===== src/rtl/mem_arb_pkg.sv =====
// Shared types and constants for the unified-memory port arbiter.
package mem_arb_pkg;

  localparam int unsigned WORD_LSB             = 2;
  localparam int unsigned WORD_W               = 16;
  localparam int unsigned DATA_W               = 32;
  localparam int unsigned STRB_W               = 4;
  localparam int unsigned DEFAULT_STARVE_LIMIT = 4;

  typedef enum logic [1:0] {
    OWN_NONE   = 2'd0,
    OWN_I      = 2'd1,
    OWN_D_LOAD = 2'd2
  } owner_e;

  typedef enum logic {
    GNT_I = 1'b0,
    GNT_D = 1'b1
  } grant_e;

endpackage


===== src/rtl/arb_starve_ctr.sv =====
// Counts cycles fetch waits behind load/store grants; flags when fetch must win.
module arb_starve_ctr
  import mem_arb_pkg::*;
#(
  parameter  int unsigned LIMIT = DEFAULT_STARVE_LIMIT,
  localparam int unsigned CNT_W = $clog2(LIMIT + 1)
) (
  input  logic clk,
  input  logic rst,
  input  logic i_req,
  input  logic i_gnt,
  input  logic d_gnt,
  output logic force_i_c
);

  logic [CNT_W-1:0] cnt;
  logic [CNT_W-1:0] cnt_d;

  always_comb begin
    cnt_d = cnt;
    if (!i_req || i_gnt) begin
      cnt_d = '0;
    end else if (d_gnt && (cnt != CNT_W'(LIMIT))) begin
      cnt_d = cnt + 1'b1;
    end
  end

  always_ff @(posedge clk) begin
    if (rst) begin
      cnt <= '0;
    end else begin
      cnt <= cnt_d;
    end
  end

  assign force_i_c = (cnt == CNT_W'(LIMIT));

endmodule


===== src/rtl/mem_port_arbiter.sv =====
// Arbitrates fetch (I) and load/store (D) onto one single-port memory and
// routes the 1-cycle read response back to the requester that owns it.
module mem_port_arbiter
  import mem_arb_pkg::*;
#(
  parameter int unsigned ADDR_W       = 32,
  parameter int unsigned MEM_WORDS    = 65536,
  parameter int unsigned STARVE_LIMIT = DEFAULT_STARVE_LIMIT
) (
  input  logic              clk,
  input  logic              rst,
  input  logic              i_req,
  input  logic [ADDR_W-1:0] i_addr,
  output logic              i_gnt,
  output logic              i_rvalid,
  output logic [DATA_W-1:0] i_rdata,
  output logic              i_err,
  input  logic              d_req,
  input  logic              d_we,
  input  logic [ADDR_W-1:0] d_addr,
  input  logic [DATA_W-1:0] d_wdata,
  input  logic [STRB_W-1:0] d_wstrb,
  output logic              d_gnt,
  output logic              d_rvalid,
  output logic [DATA_W-1:0] d_rdata,
  output logic              d_err,
  output logic              mem_en,
  output logic              mem_we,
  output logic [WORD_W-1:0] mem_addr,
  output logic [DATA_W-1:0] mem_wdata,
  output logic [STRB_W-1:0] mem_wstrb,
  input  logic [DATA_W-1:0] mem_rdata,
  output grant_e            last_grant
);

  logic [ADDR_W-1:0] i_word;
  logic [ADDR_W-1:0] d_word;
  logic              i_oor;
  logic              d_oor;
  logic              force_i_c;
  owner_e            owner_q;
  owner_e            owner_d;
  logic              err_q;
  logic              err_d;

  // Byte address -> word index; the low two bits are dropped here.
  assign i_word = i_addr >> WORD_LSB;
  assign d_word = d_addr >> WORD_LSB;
  assign i_oor  = (i_word[ADDR_W-1:WORD_W] != '0) || (32'(i_word[WORD_W-1:0]) >= MEM_WORDS);
  assign d_oor  = (d_word[ADDR_W-1:WORD_W] != '0) || (32'(d_word[WORD_W-1:0]) >= MEM_WORDS);

  arb_starve_ctr #(.LIMIT(STARVE_LIMIT)) u_starve (
    .clk       (clk),
    .rst       (rst),
    .i_req     (i_req),
    .i_gnt     (i_gnt),
    .d_gnt     (d_gnt),
    .force_i_c (force_i_c)
  );

  // Grant select, memory drive and next response owner.
  always_comb begin
    i_gnt     = 1'b0;
    d_gnt     = 1'b0;
    mem_en    = 1'b0;
    mem_we    = 1'b0;
    mem_addr  = '0;
    mem_wdata = '0;
    mem_wstrb = '0;
    owner_d   = OWN_NONE;
    err_d     = 1'b0;
    if (!rst) begin
      i_gnt = i_req && (!d_req || force_i_c);
      d_gnt = d_req && !i_gnt;
    end
    if (i_gnt) begin
      mem_en   = !i_oor;
      mem_addr = i_word[WORD_W-1:0];
      owner_d  = OWN_I;
      err_d    = i_oor;
    end else if (d_gnt) begin
      mem_en    = !d_oor;
      mem_we    = d_we && !d_oor;
      mem_addr  = d_word[WORD_W-1:0];
      mem_wdata = d_wdata;
      mem_wstrb = d_wstrb;
      owner_d   = d_we ? OWN_NONE : OWN_D_LOAD;
      err_d     = !d_we && d_oor;
    end
  end

  always_ff @(posedge clk) begin
    if (rst) begin
      owner_q    <= OWN_NONE;
      err_q      <= 1'b0;
      last_grant <= GNT_I;
    end else begin
      owner_q <= owner_d;
      err_q   <= err_d;
      if (i_gnt) begin
        last_grant <= GNT_I;
      end else if (d_gnt) begin
        last_grant <= GNT_D;
      end
    end
  end

  assign i_rvalid = (owner_q == OWN_I);
  assign d_rvalid = (owner_q == OWN_D_LOAD);
  assign i_err    = i_rvalid && err_q;
  assign i_rdata  = (i_rvalid && !err_q) ? mem_rdata : '0;
  assign d_rdata  = (d_rvalid && !err_q) ? mem_rdata : '0;
  // Store range errors are reported in the grant cycle, load errors with the response.
  assign d_err    = (d_rvalid && err_q) || (d_gnt && d_we && d_oor);

endmodule

===== config.mk =====
export PLATFORM = sky130hd
export DESIGN_NAME = mem_port_arbiter
export DESIGN_NICKNAME = d
export VERILOG_FILES = /design/src/rtl/mem_arb_pkg.sv /design/src/rtl/arb_starve_ctr.sv /design/src/rtl/mem_port_arbiter.sv
export SDC_FILE = /design/constraint.sdc
export NUM_CORES = 1
export LEC_CHECK = 0
export CORE_AREA = 4 4 99 101
export CTS_BUF_LIST = sky130_fd_sc_hd__clkbuf_16
export CTS_CLUSTER_DIAMETER = 150
export DETAILED_ROUTE_END_ITERATION = 10
export DIE_AREA = 0 0 103 105
export GPL_TIMING_DRIVEN = 0
export MAX_ROUTING_LAYER = met4
export PLACE_DENSITY = 0.75
export SLEW_MARGIN = 10
export SYNTH_ARGS = -nofsm -noshare
export SYNTH_HDL_FRONTEND = slang
export SYNTH_SLANG_ARGS = --single-unit

===== constraint.sdc =====
create_clock -name clk -period 1.4 [get_ports clk]
set_input_delay 0.28 -clock clk [delete_from_list [all_inputs] [get_ports clk]]
set_output_delay 0.28 -clock clk [all_outputs]
set_load 0.1 [all_outputs]

==> out/metrics.csv <==
metric,value,unit
dieArea,10800,um^2
hpwlAfterDp,7810,um
ys_seq_elements,7,
period_share,139,%
clkPwrFrac,16.0,%
holdPathEnd,last_grant$_SDFFE_PP0P_,
synth.area.top_cells,"and2_1 48%, dfxtp_1 11%, a22o_1 10%",
powerDensity,480,nW/um^2
status,finished with violations,
synth_top_area_share,48.0,%
port_buffers,257,
endpoint_kind,primary output,
fillCellCount,589,
drt_first_pass_iters,4,
mostFrequentLayoutCells,"123 x buf_12, 102 x clkdlybuf4s50_1, 101 x and2_4",
grtUsageTotal,19.7,%
path_max_fanout,10,
antennaDiodeCount,0,
place_ws,-1610,ps
hold_buffers,0,
drv_cap,0,
place_congestion,0.843,
antenna_found_initial,0,
syn_inst,180,
worstSetupStartpointType,flip-flop,
vias_per_cell,4.22,
rows,35,
syn-num-nets,319,
r2r_start,u_starve.cnt[0]$_SDFFE_PP0P_,
setup_viol,121,
ys_warn_count,0,
grt_pass1_vias,2699,
cts_root_buffer,clkbuf_16,
fmax,515,MHz
p_sw_share,46.3,%
p_int,1.59,mW
hold_start,rst,
core,9020,um^2
p_comb_share,76.8,%
leakage,2.71,nW
grt_overflow,0,
totalWireLength,11300,um
cts_tree,done,
power_frac_seq,7.2,%
fin_util,68.6,%
path_clk_slew,40,ps
ant_nets,0,
grt_setup_unrepaired,yes,
worstMarginPinSlew,523,ps
synth_top_family_by_area,simple AND/OR/NAND/NOR gates,
area_growth,369,%
synth.avg_cell_area,7.32,um^2
cp.arrival,1660,ps
r2r-end,err_q$_SDFF_PP0_,
clk_path_buf_depth,2,
syn-cell-area,1320,um^2
cts_sinks,7,
yosysSeqAreaShare,10.6,%
final_common_cell,buf_12,
final-hold-violation-count,0,
die_w,103,um
rr_worst_depth,7,
synthXorXnorAreaFrac,0,%
drt_iter0_drc,68,
hp-class,in -> reg,
fp.dieH,105,um
grt_pass1_wl,16200,um
power_switching,1.37,mW
synth_adder_area_share,1.90,%
htree_levels,1,
synth_compound_area_share,14.8,%
muxShareOfSynthArea,0.760,%
grt_max_degree,11,
multi_input_area,1540,um^2
fin_ws,-541,ps
synth-simple-area-share,61.7,%
drive_above_1_share,67.4,%
final-max-slew-violation-count,0,
vias,2460,
drc,0,
worst-r2r-setup-slack,90,ps
nNetsFinal,612,
yosysTopAreaCell,and2_1,
clk_latency,230,ps
slew_headroom,65.5,%
cts_buffers,3,
violations,setup timing,
period_needed,1940,ps
routedWlPerCell,19.3,um
worstHoldPathCells,2,
vdd_drop_max,0.753,mV
start_util,14.6,%
seq_area,144,um^2
yosysUniqueCellTypes,31,
critPathKind,reg -> out,
ioPinCount,262,
cp_data_required_time,1120,ps
fin_skew,1.50,ps
[through the flow]
stage	hold slack (ps)	setup TNS (ps)	std cells	total power, mW	instance area [um^2]
finish	423	-48970	583	2.97	6180
floorplan	352	-40340	180	1.43	1860
global route	478	-56610	583	3.05	6180
CTS	427	-51530	573	2.93	6060
global placement	413	-156720	548	2.08	4570
detailed placement	425	-160590	548	2.10	4570
[synth_stat cells]
cell      count
nand3_1       1
nor2b_1       1
buf_4         4
a21oi_1       1
inv_4         1
o22ai_1       1
a22o_4        1
nand2_1       2
buf_2         3
nor2b_2       1
nand2b_1      1
nand3_2       1
ha_1          2
nand3b_4      1
and2b_4       1
mux2i_1       1
buf_12        1
and2b_1       3
nor3_1        1
inv_8         1
a32o_1        2
nand4_1       2
dfxtp_1       7
nor2_1        8
clkbuf_2      2
and2_1      101
buf_6         2
inv_1         5
nor4_1        6
a21o_4        1
a22o_1       15
[power groups by stage]
stage / Sequential, mW / Clock (mW) / Combinational (mW)
6_report: 0.214 / 0.475 / 2.28
5_1_grt: 0.215 / 0.490 / 2.34
4_1_cts: 0.214 / 0.479 / 2.24
3_5_place_dp: 0.218 / 0 / 1.88
3_3_place_gp: 0.217 / 0 / 1.87
2_1_floorplan: 0.230 / 0 / 1.20
[registers in the layout (all words and copies together), names as in the netlist]
signal        flops
last_grant        1
u_starve.cnt      3
err_q             1
owner_q           2
[area by class of cell]
cell class	instances	share of cell area [%]
timing repair buffer	287	65.5
multi-input combinational	154	24.9
buffer	12	2.93
sequential	7	2.33
tap	111	2.25
clock buffer	3	1.21
inverter	7	0.668
timing repair inverter	1	0.142
clock inverter	1	0.0607
[kinds of logic (layout without fill, tap and decap cells)]
logic type | count (synthesis) | count (layout)
and+or+nand+nor | 130 | 130
buffers and inverters | 19 | 311
DFF | 7 | 7
adders and majority gates | 2 | 2
muxes | 1 | 1
AOI/OAI and AO/OA | 21 | 21
[layer usage]
layer  up-vias  GRT usage, %  wire length, um
li1       1175             -                -
met1      1137          19.9             3690
met4         0          4.44              256
met3        17          3.74              941
met5         -             -                0
met2       131          37.9             6380
[worst max-delay path by stage]
stage,start,endpoint,cells after the start
after floorplan,d_addr[26],mem_we,3
after global placement,d_addr[26],mem_en,5
after detailed placement,i_req,mem_wdata[20],7
after CTS,u_starve.cnt[1]$_SDFFE_PP0P_,mem_addr[9],8
after global routing,u_starve.cnt[0]$_SDFFE_PP0P_,mem_addr[3],8
final,u_starve.cnt[0]$_SDFFE_PP0P_,mem_addr[3],8
[worst max-delay path, cell delays in order (launching register included)]
cell and delay [ps]:
dfxtp_2 310, inv_2 60, ha_4 160, nand3_4 90
nand3b_4 140, inv_8 70, buf_12 150, a22o_4 270
buf_12 160
[what timing repair did]
item	in CTS	in global routing
buffers inserted	15	12
endpoints found under the setup margin	126	123
cloned	6	1
hold endpoints to repair	0	0
gates resized for setup	1159	35
pin swaps	16	15
Note: power is estimated with default switching activity, not from simulation.
